**src/rtl/usb_pkg.sv**
```systemverilog
// ----------------------------------------------------------------------------
// usb_pkg
// Shared definitions for the CRC5 token arbiter slice.
//   - Token PID constants (OUT, IN, SETUP, SOF)
//   - Arbiter state encoding arb_state_t
//   - make_token(): assembles the 19-bit packet handed to the CRC5 encoder
//   - is_token_pid(): true for PIDs the host transaction engine may send
// ----------------------------------------------------------------------------
package usb_pkg;

    localparam logic [3:0] PID_OUT   = 4'b0001;
    localparam logic [3:0] PID_IN    = 4'b1001;
    localparam logic [3:0] PID_SETUP = 4'b1101;
    localparam logic [3:0] PID_SOF   = 4'b0101;

    localparam int PKT_W = 19;

    typedef enum logic [1:0] {
        IDLE  = 2'd0,
        START = 2'd1,
        BUSY  = 2'd2,
        GAP   = 2'd3
    } arb_state_t;

    // Bit 0 goes on the wire first: PID, then its complement check nibble,
    // then the 11-bit payload.
    function automatic logic [PKT_W-1:0] make_token(input logic [3:0]  pid,
                                                   input logic [10:0] payload);
        return {payload, ~pid, pid};
    endfunction

    function automatic logic is_token_pid(input logic [3:0] pid);
        return (pid == PID_OUT) || (pid == PID_IN) || (pid == PID_SETUP);
    endfunction

endpackage

```
**src/rtl/token_pkt_builder.sv**
```systemverilog
// ----------------------------------------------------------------------------
// token_pkt_builder
// Packet capture register for the arbiter. On a granted request the 19-bit
// packet and its source flag are latched and held until the next grant, so
// the encoder sees a stable packet from START through BUSY.
//
// Ports
//   i_clk, i_rst    clock, asynchronous active-high reset
//   i_load_sof      capture an SOF packet from i_sof_frame this edge
//   i_load_tok      capture a token packet from the tok fields this edge
//   i_sof_frame     11-bit frame number
//   i_tok_pid       token PID
//   i_tok_addr      7-bit device address
//   i_tok_endp      4-bit endpoint number
//   o_pid_legal     combinational: i_tok_pid is OUT, IN or SETUP
//   o_pkt           captured packet
//   o_pkt_src       captured source, 1 = SOF, 0 = token
// ----------------------------------------------------------------------------
module token_pkt_builder
    import usb_pkg::*;
(
    input  logic              i_clk,
    input  logic              i_rst,
    input  logic              i_load_sof,
    input  logic              i_load_tok,
    input  logic [10:0]       i_sof_frame,
    input  logic [3:0]        i_tok_pid,
    input  logic [6:0]        i_tok_addr,
    input  logic [3:0]        i_tok_endp,
    output logic              o_pid_legal,
    output logic [PKT_W-1:0]  o_pkt,
    output logic              o_pkt_src
);

    logic [PKT_W-1:0] r_pkt;
    logic             r_pkt_src;
    logic [10:0]      w_tok_payload;

    assign w_tok_payload = {i_tok_endp, i_tok_addr};
    assign o_pid_legal   = is_token_pid(i_tok_pid);

    // The arbiter never raises both loads together (SOF has priority), but
    // SOF is still tested first so the register follows the same priority.
    always_ff @(posedge i_clk or posedge i_rst) begin
        if (i_rst) begin
            r_pkt     <= '0;
            r_pkt_src <= 1'b0;
        end else if (i_load_sof) begin
            r_pkt     <= make_token(PID_SOF, i_sof_frame);
            r_pkt_src <= 1'b1;
        end else if (i_load_tok) begin
            r_pkt     <= make_token(i_tok_pid, w_tok_payload);
            r_pkt_src <= 1'b0;
        end
    end

    assign o_pkt     = r_pkt;
    assign o_pkt_src = r_pkt_src;

endmodule

```
**src/rtl/crc5_token_arbiter.sv**
```systemverilog
// ----------------------------------------------------------------------------
// crc5_token_arbiter
// Arbitrates between the SOF frame timer and the host transaction engine,
// hands the assembled 19-bit packet to the CRC5 encoder with a one-cycle
// start, waits for the encoder's done (or a timeout), then holds off for an
// inter-packet gap before the next grant.
//
// Handshakes: a requester raises *_req and holds it (with its fields stable)
// until the matching *_ack, which is a one-cycle combinational grant issued
// in IDLE; fields are captured on the edge that ends the ack cycle. A request
// dropped before its ack is simply never granted. enc_start is a one-cycle
// load pulse; enc_done is a one-cycle pulse honoured only in BUSY.
//
// Parameters
//   GAP_CYCLES      idle cycles between done/timeout and next grant (1..255)
//   TIMEOUT_CYCLES  BUSY cycles allowed before abort (2..1023)
//
// Ports
//   i_clock, i_reset        clock, asynchronous active-high reset
//   i_sof_req/i_sof_frame   SOF request and frame number
//   o_sof_ack               SOF grant (same cycle as request seen in IDLE)
//   i_tok_req, i_tok_pid,
//   i_tok_addr, i_tok_endp  token request and fields
//   o_tok_ack               token grant (also pulsed for a dropped bad PID)
//   o_enc_pkt, o_enc_start  packet and load pulse to the encoder
//   i_enc_done              encoder completion pulse
//   o_pkt_done, o_pkt_src   completion pulse and its source (1=SOF)
//   o_pid_err               illegal token PID dropped
//   o_timeout_err           encoder timed out
//   o_busy                  state != IDLE
//   o_dbg_state             current FSM state
// ----------------------------------------------------------------------------
module crc5_token_arbiter
    import usb_pkg::*;
#(
    parameter int GAP_CYCLES     = 4,
    parameter int TIMEOUT_CYCLES = 64
) (
    input  logic              i_clock,
    input  logic              i_reset,
    input  logic              i_sof_req,
    input  logic [10:0]       i_sof_frame,
    output logic              o_sof_ack,
    input  logic              i_tok_req,
    input  logic [3:0]        i_tok_pid,
    input  logic [6:0]        i_tok_addr,
    input  logic [3:0]        i_tok_endp,
    output logic              o_tok_ack,
    output logic [PKT_W-1:0]  o_enc_pkt,
    output logic              o_enc_start,
    input  logic              i_enc_done,
    output logic              o_pkt_done,
    output logic              o_pkt_src,
    output logic              o_pid_err,
    output logic              o_timeout_err,
    output logic              o_busy,
    output logic [1:0]        o_dbg_state
);

    localparam int              TMR_W    = $clog2(TIMEOUT_CYCLES);
    localparam logic [TMR_W-1:0] TMR_LAST = TMR_W'(TIMEOUT_CYCLES - 1);
    localparam logic [7:0]      GAP_LAST = 8'(GAP_CYCLES - 1);

    arb_state_t       r_state;
    logic [TMR_W-1:0] r_timer;
    logic [7:0]       r_gap_cnt;
    logic             r_enc_start;
    logic             r_busy;

    logic w_in_idle;
    logic w_in_busy;
    logic w_grant_sof;
    logic w_grant_tok;
    logic w_drop_tok;
    logic w_done;
    logic w_timeout;
    logic w_pid_legal;

    // Grants are Mealy outputs. Reset forces the state to IDLE, so the IDLE
    // decode is also gated by reset to keep every pulse low during reset.
    assign w_in_idle   = (r_state == IDLE) && !i_reset;
    assign w_in_busy   = (r_state == BUSY);
    assign w_grant_sof = w_in_idle && i_sof_req;
    assign w_grant_tok = w_in_idle && !i_sof_req && i_tok_req && w_pid_legal;
    assign w_drop_tok  = w_in_idle && !i_sof_req && i_tok_req && !w_pid_legal;

    // Done wins over the timeout limit when both land in the same cycle.
    assign w_done      = w_in_busy && i_enc_done;
    assign w_timeout   = w_in_busy && !i_enc_done && (r_timer == TMR_LAST);

    token_pkt_builder u_builder (
        .i_clk       (i_clock),
        .i_rst       (i_reset),
        .i_load_sof  (w_grant_sof),
        .i_load_tok  (w_grant_tok),
        .i_sof_frame (i_sof_frame),
        .i_tok_pid   (i_tok_pid),
        .i_tok_addr  (i_tok_addr),
        .i_tok_endp  (i_tok_endp),
        .o_pid_legal (w_pid_legal),
        .o_pkt       (o_enc_pkt),
        .o_pkt_src   (o_pkt_src)
    );

    // Both counters are cleared on entry to their state and stop at their
    // last value by leaving the state, so neither can wrap.
    always_ff @(posedge i_clock or posedge i_reset) begin
        if (i_reset) begin
            r_state     <= IDLE;
            r_timer     <= '0;
            r_gap_cnt   <= '0;
            r_enc_start <= 1'b0;
            r_busy      <= 1'b0;
        end else begin
            case (r_state)
                IDLE: begin
                    if (w_grant_sof || w_grant_tok) begin
                        r_state     <= START;
                        r_enc_start <= 1'b1;
                        r_busy      <= 1'b1;
                    end
                end
                START: begin
                    r_state     <= BUSY;
                    r_timer     <= '0;
                    r_enc_start <= 1'b0;
                end
                BUSY: begin
                    if (w_done || w_timeout) begin
                        r_state   <= GAP;
                        r_gap_cnt <= '0;
                    end else begin
                        r_timer <= r_timer + 1'b1;
                    end
                end
                GAP: begin
                    if (r_gap_cnt == GAP_LAST) begin
                        r_state <= IDLE;
                        r_busy  <= 1'b0;
                    end else begin
                        r_gap_cnt <= r_gap_cnt + 1'b1;
                    end
                end
                default: begin
                    r_state     <= IDLE;
                    r_enc_start <= 1'b0;
                    r_busy      <= 1'b0;
                end
            endcase
        end
    end

    assign o_sof_ack     = w_grant_sof;
    assign o_tok_ack     = w_grant_tok || w_drop_tok;
    assign o_pid_err     = w_drop_tok;
    assign o_pkt_done    = w_done;
    assign o_timeout_err = w_timeout;
    assign o_enc_start   = r_enc_start;
    assign o_busy        = r_busy;
    assign o_dbg_state   = r_state;

endmodule
```
**config.mk**
```make
export PLATFORM = sky130hd
export DESIGN_NAME = crc5_token_arbiter
export DESIGN_NICKNAME = d
export VERILOG_FILES = /design/src/rtl/usb_pkg.sv /design/src/rtl/token_pkt_builder.sv /design/src/rtl/crc5_token_arbiter.sv
export SDC_FILE = /design/constraint.sdc
export NUM_CORES = 1
export LEC_CHECK = 0
export ABC_AREA = 1
export CORE_ASPECT_RATIO = 1.4
export CORE_MARGIN = 5
export CORE_UTILIZATION = 51
export CTS_BUF_LIST = sky130_fd_sc_hd__clkbuf_4 sky130_fd_sc_hd__clkbuf_8 sky130_fd_sc_hd__clkbuf_16
export CTS_CLUSTER_SIZE = 24
export DETAILED_ROUTE_END_ITERATION = 12
export GPL_TIMING_DRIVEN = 0
export PLACE_DENSITY = 0.84
export SKIP_CTS_REPAIR_TIMING = 1
export SLEW_MARGIN = 20
export SYNTH_ARGS = -nofsm -noshare
export SYNTH_HDL_FRONTEND = slang
export SYNTH_SLANG_ARGS = --single-unit
```
**constraint.sdc**
```tcl
create_clock -name i_clock -period 3.2 [get_ports i_clock]
set_clock_uncertainty 0.05 [all_clocks]
set_input_delay 0.8 -clock i_clock [delete_from_list [all_inputs] [get_ports i_clock]]
set_output_delay 0.8 -clock i_clock [all_outputs]
set_load 0.005 [all_outputs]
```
Word level (Yosys, flattened, before mapping)
Cells that the tools add are included.

storage, ports and cells
  flip-flop bits (word level) = 38
  input bits = 31
  output and inout bits = 29
  logic and storage cells = 69

cells by class
  add/sub/neg operators = 2
  equality and inequality tests = 13
  muxes and demuxes = 17
  bitwise logic cells = 1
  reductions and logical operators = 29

operators by type and width
  operator             number
  $mux 19              2
  $mux 8               2
  $pmux 8 s2           1
  $pmux 6 s2           1
  $reduce_bool 2->1    5
  $logic_and 1x1->1    9
  $reduce_and 3->1     3
  $add 8x1->8 const B  1
  $eq 4x4->1 const B   2
  $eq 8x2->1 const B   1
  $pmux 2 s4           1
  $add 6x1->6 const B  1
  $eq 6x6->1 const B   1
  $mux 2               3
  $mux 6               1
  $ne 2x2->1 const B   3
  $logic_or 1x1->1     5
  $eq 2x2->1 const B   2
  $eq 4x1->1 const B   1
  $logic_not 1->1      4
  $mux 1               4
  $ne 2x1->1 const B   2
  $not 4->4            1
  $pmux 1 s2           2
  other kinds (3)      4

Longest topological paths before layout
  depth in word-level cells = 8
  depth in mapped cells = 10
  mapped depth without buffers = 10

By module
Synthesis repeated with hierarchy kept, for this count alone.

unflattened totals
  cell total of the unflattened synthesis = 279
  area total of the unflattened synthesis = 2123.3 sq um

by module, submodules not included
  module              times used  cells an instance  area an instance (sq um)  sequential area each (sq um)
  crc5_token_arbiter  1           177                1193.6                    450.4
  token_pkt_builder   1           102                929.6                     500.5

Least setup slack after synthesis
Ideal clock, no wire load.

  path kind = in2out
  from = input i_reset
  to = output o_sof_ack
  arrival = 1869 ps
  setup slack = 481 ps
  cell stages on the path = 6
  path through = inv_2 nand2_1 inv_1 nand2_2 inv_1 buf_4

between the ends
  cells in the longest elaborated chain, start to end = 3

RTL lines
  what                       line                      RTL
  start: declaration         crc5_token_arbiter.sv:40  input logic i_reset,
  $logic_not 1->1 (no line)  n/a
  $logic_and 1x1->1          crc5_token_arbiter.sv:81  assign w_in_idle = (r_state == IDLE) && !i_reset;
  $logic_and 1x1->1          crc5_token_arbiter.sv:83  assign w_grant_sof = w_in_idle && i_sof_req;
  end: declaration           crc5_token_arbiter.sv:43  output logic o_sof_ack,

No other way between the ends.

Worst setup path in the final report
  from = register r_state[0], in the netlist o_dbg_state[0]
  to = output o_timeout_err

between the ends
  cells in the longest elaborated chain, start to end = 3

RTL lines
  what                             line                       RTL
  start: declaration               crc5_token_arbiter.sv:64   arb_state_t r_state;
  start signal: assignment         crc5_token_arbiter.sv:109  r_state <= IDLE;
  start signal: assignment         crc5_token_arbiter.sv:118  r_state <= START;
  start signal: assignment         crc5_token_arbiter.sv:124  r_state <= BUSY;
  $eq 2x2->1                       crc5_token_arbiter.sv:82   assign w_in_busy = (r_state == BUSY);
  $logic_and 1x1->1 (2 in series)  crc5_token_arbiter.sv:89   assign w_timeout = w_in_busy && !i_enc_done && (r_timer == TMR_LAST);
  end: declaration                 crc5_token_arbiter.sv:55   output logic o_timeout_err,

No other way between the ends.

==> results by group <==
Run status
  • Status: completed

Setup path
  • Setup crit start kind: flop
  • CP endpoint: o_timeout_err
  • WP depth: 7
  • Crit-path slowest cell: clkdlybuf4s50_1
  • Crit path capture type: output port
  • Critical Path Max Stage Delay: 0.53 ns
  • WP buf/inv: 4
  • CP delay by family, top: buffers and inverters
  • Kind of critical path: reg2out
  • Worst Path Required: 2.35 ns
  • Setup slack, reg-to-reg: 1.37 ns
  • R2R cell count: 9
  • Cell mode on critical path: inv_1
  • Cells along the critical path: inv_1, ha_1, inv_1, nor2_4, inv_1, nor3_1, clkdlybuf4s50_1
  • Critical R2R Launch: o_dbg_state[0]$_DFFE_PP0P_
  • CP Max Fanout: 7
  • Worst Setup SP: o_dbg_state[0]$_DFFE_PP0P_
  • FF-to-FF End: r_gap_cnt[7]$_DFFE_PP0P_
  • CP arrival: 2.19 ns

Global route
  • Vias in the first global route: 1,973
  • Largest net degree at the start of global routing: 40
  • All-layer global routing usage: 19.5%
  • First-pass GRT wire length: 8.65 mm
  • GR Overflow Total: 0
  • Initial antenna violation count: 0

Job
  • Max_cap viols: 0

STA
  • Worst setup margin: 0.160 ns
  • Final setup viols: 0
  • Post-route clock period utilization: 95.0%
  • Rel. slew slack: 77.9%
  • Slew of the pin with the lowest slew margin: 0.330 ns
  • Unrepaired setup endpoints after global routing: false
  • Final hold slack: around 0.42 ns
  • Final min period: 3.04 ns
  • Peak Freq: 0.329 GHz
  • Endpoints failing hold: 0
  • Slew Viols, Final: 0

Drt
  • DR WL/cell: 13.3 um
  • Iteration-0 DRC Markers: 117
  • Via count of the routed design: between 1,500 and 2,000
  • Total wire length: slightly above 5 mm
  • DRC: 0
  • Routed Antenna Nets: 0
  • First-pass DRT Iterations: 5
  • Vias/cell: 5.12

Synthesis
  • Most numerous cell in the Yosys netlist: nand2_1
  • Asr flop ratio synth: 100%
  • Synth area leaders: dfrtp_1, nand2_1, inv_1, nand3_1, o21a_1
  • #FFs+latches synth: 38
  • Yosys cell types: 27
  • Syn Area/Cell: approximately 7.8 um^2
  • Number of synthesized flops with an enable pin: 0
  • Syn Nets: 306
  • Register area share after synthesis: 45.5%
  • Synthesis warning total: 0
  • Cell count after synthesis: 269
  • Most used flip-flop cell after synthesis: dfrtp_1
  • Top-area cell type share of the netlist area: 45.5%
  • Post-synth top area cell: dfrtp_1
  • Synth top cells by count: nand2_1, dfrtp_1, inv_1, nand3_1, nor2_1
  • Synth Cell Area: 2090 um^2

Layout
  • Area of the multi-input gates: 970 um^2
  • Share of cells above drive strength 1: just over 10%
  • Nets@finish: around 370
  • Final Util: roughly 73%
  • # diodes: 0
  • # fillers: 305
  • Area Overhead vs Synth: 37.4%
  • Sequential cell area: 951 um^2

Floorplan
  • Die span in x: 64.1 um
  • Core Area: 3950 um^2
  • Die boundary height: ~86 um
  • Die area: 5500 um^2
  • IO Count: 60
  • Initial Util: 52.9%
  • Floorplan row count: 27

Placed design
  • GP Congestion: approximately 0.86
  • HPWL Detailed: 3.76 mm
  • Place WS: -0.789 ns
  • PortBufs: 59

CTS
  • CTS root buffer: clkbuf_8
  • Clock sink count: 38
  • CTS Buffer Depth: 2
  • Clock-pin transition on the worst setup and hold timing paths: 0.07 ns
  • H-tree depth: 2
  • Clock Latency Late Sink: 0.29 ns
  • TritonCTS clock tree: done
  • CTS buffer count: 5

Power
  • Max IR drop VDD: 0.489 mV
  • Pwr dens: 673 nW/um^2
  • Leakage: 1.39 nW

Min path
  • Hold WC Path Type: in2async
metal layers:
metal / global-route usage (%) / share of wire, %
met5: 0 / 0
met4: 5.00 / 1.1
met3: 8.13 / 10
met2: 35.3 / 50
met1: 20.4 / 39
logic make-up after synthesis:
logic type | after synthesis | share of synthesized area, %
compound gates | 24 | 8.08
flops | 38 | 45.5
xor+xnor | 2 | 0.838
buf+inv | 41 | 8.08
fa+ha+maj | 6 | 3.59
simple gates | 158 | 33.9
cells in the final DEF, fill, tap and decap left out:
cell / synthesis / routed
nor3_1: 4 / 4
a21oi_1: 2 / 2
bufinv_16: 0 / 1
or2_1: 2 / 2
inv_2: 2 / 2
nand2_2: 5 / 5
xor2_1: 2 / 2
nand4_1: 8 / 8
nor2_4: 1 / 1
o21ai_2: 1 / 1
nand3_1: 22 / 22
clkinv_2: 0 / 1
buf_4: 3 / 3
dfrtp_1: 38 / 38
inv_6: 0 / 2
o21ai_4: 1 / 1
nand3_2: 4 / 4
clkdlybuf4s50_1: 0 / 57
inv_1: 32 / 31
nor2_1: 15 / 15
clkbuf_8: 0 / 6
o21ai_1: 2 / 2
o21ai_0: 5 / 5
nor2_2: 1 / 1
o21a_1: 12 / 12
buf_2: 3 / 4
clkbuf_1: 1 / 1
dlymetal6s2s_1: 0 / 1
ha_1: 6 / 6
clkbuf_4: 0 / 1
nor3b_1: 2 / 2
o22a_1: 1 / 1
nand2_1: 93 / 93
or2_2: 1 / 1
worst min path at each step:
| stage | from | end | slack [ns] | depth (start not counted) |
|---|---|---|---|---|
| CTS | u_builder.o_pkt[0]$_DFFE_PP0P_ | u_builder.o_pkt[0]$_DFFE_PP0P_ | 0.42 | 1 |
| detailed placement | u_builder.o_pkt[0]$_DFFE_PP0P_ | u_builder.o_pkt[0]$_DFFE_PP0P_ | 0.40 | 1 |
| global route | i_reset | r_gap_cnt[6]$_DFFE_PP0P_ | 0.42 | 2 |
| floorplan | u_builder.o_pkt[0]$_DFFE_PP0P_ | u_builder.o_pkt[0]$_DFFE_PP0P_ | 0.41 | 1 |
| global placement | u_builder.o_pkt[0]$_DFFE_PP0P_ | u_builder.o_pkt[0]$_DFFE_PP0P_ | 0.40 | 1 |
| finish | i_reset | u_builder.o_pkt[9]$_DFFE_PP0P_ | 0.42 | 2 |
registers in the layout (all words and copies together), names as in the netlist:
| register | flops |
|---|---|
| r_gap_cnt | 8 |
| o_busy | 1 |
| o_enc_start | 1 |
| u_builder.o_pkt_src | 1 |
| r_timer | 6 |
| u_builder.o_pkt | 19 |
| o_dbg_state | 2 |
area by class of cell:
| class | instances | share of cell area (%) |
|---|---|---|
| Timing Repair inverter | 2 | 0.610 |
| Inverter | 34 | 5.36 |
| Timing Repair Buffer | 59 | 20.5 |
| Sequential cell | 38 | 33.1 |
| Clock inverter | 1 | 0.174 |
| Multi-Input combinational cell | 190 | 33.8 |
| Clock buffer | 7 | 3.14 |
| Tap cell | 43 | 1.87 |
| Buffer | 7 | 1.44 |
worst reg2reg max path: stages (launching register included):
cell and delay (ns):
dfrtp_1 0.43, inv_1 0.10, ha_1 0.33, inv_1 0.19, nor2_4 0.15, o21ai_4 0.13
nand3_2 0.10, nand2_2 0.11, nand2_1 0.09, nand2_1 0.06
per-stage QoR:
step / instances / setup TNS (ns) / cell area (um^2) / total power, mW
after floorplan: 269 / 0 / 2090 / 1.17
after global placement: 371 / -1.73 / 2730 / 1.57
after detailed placement: 371 / -1.80 / 2730 / 1.59
after CTS: 379 / -1.81 / 2830 / 1.95
after global routing: 381 / 0 / 2870 / 2.09
final: 381 / 0 / 2870 / 1.93
power breakdown:
part / leakage [nW] / switching, mW / internal (mW) / total, mW
logic: 0.875 / 0.422 / 0.444 / 0.866
clock network: 0.0517 / 0.168 / 0.182 / 0.350
registers: 0.463 / 0.0974 / 0.618 / 0.715
total: 1.39 / 0.687 / 1.24 / 1.93
Power figures use the tool's default switching activity.
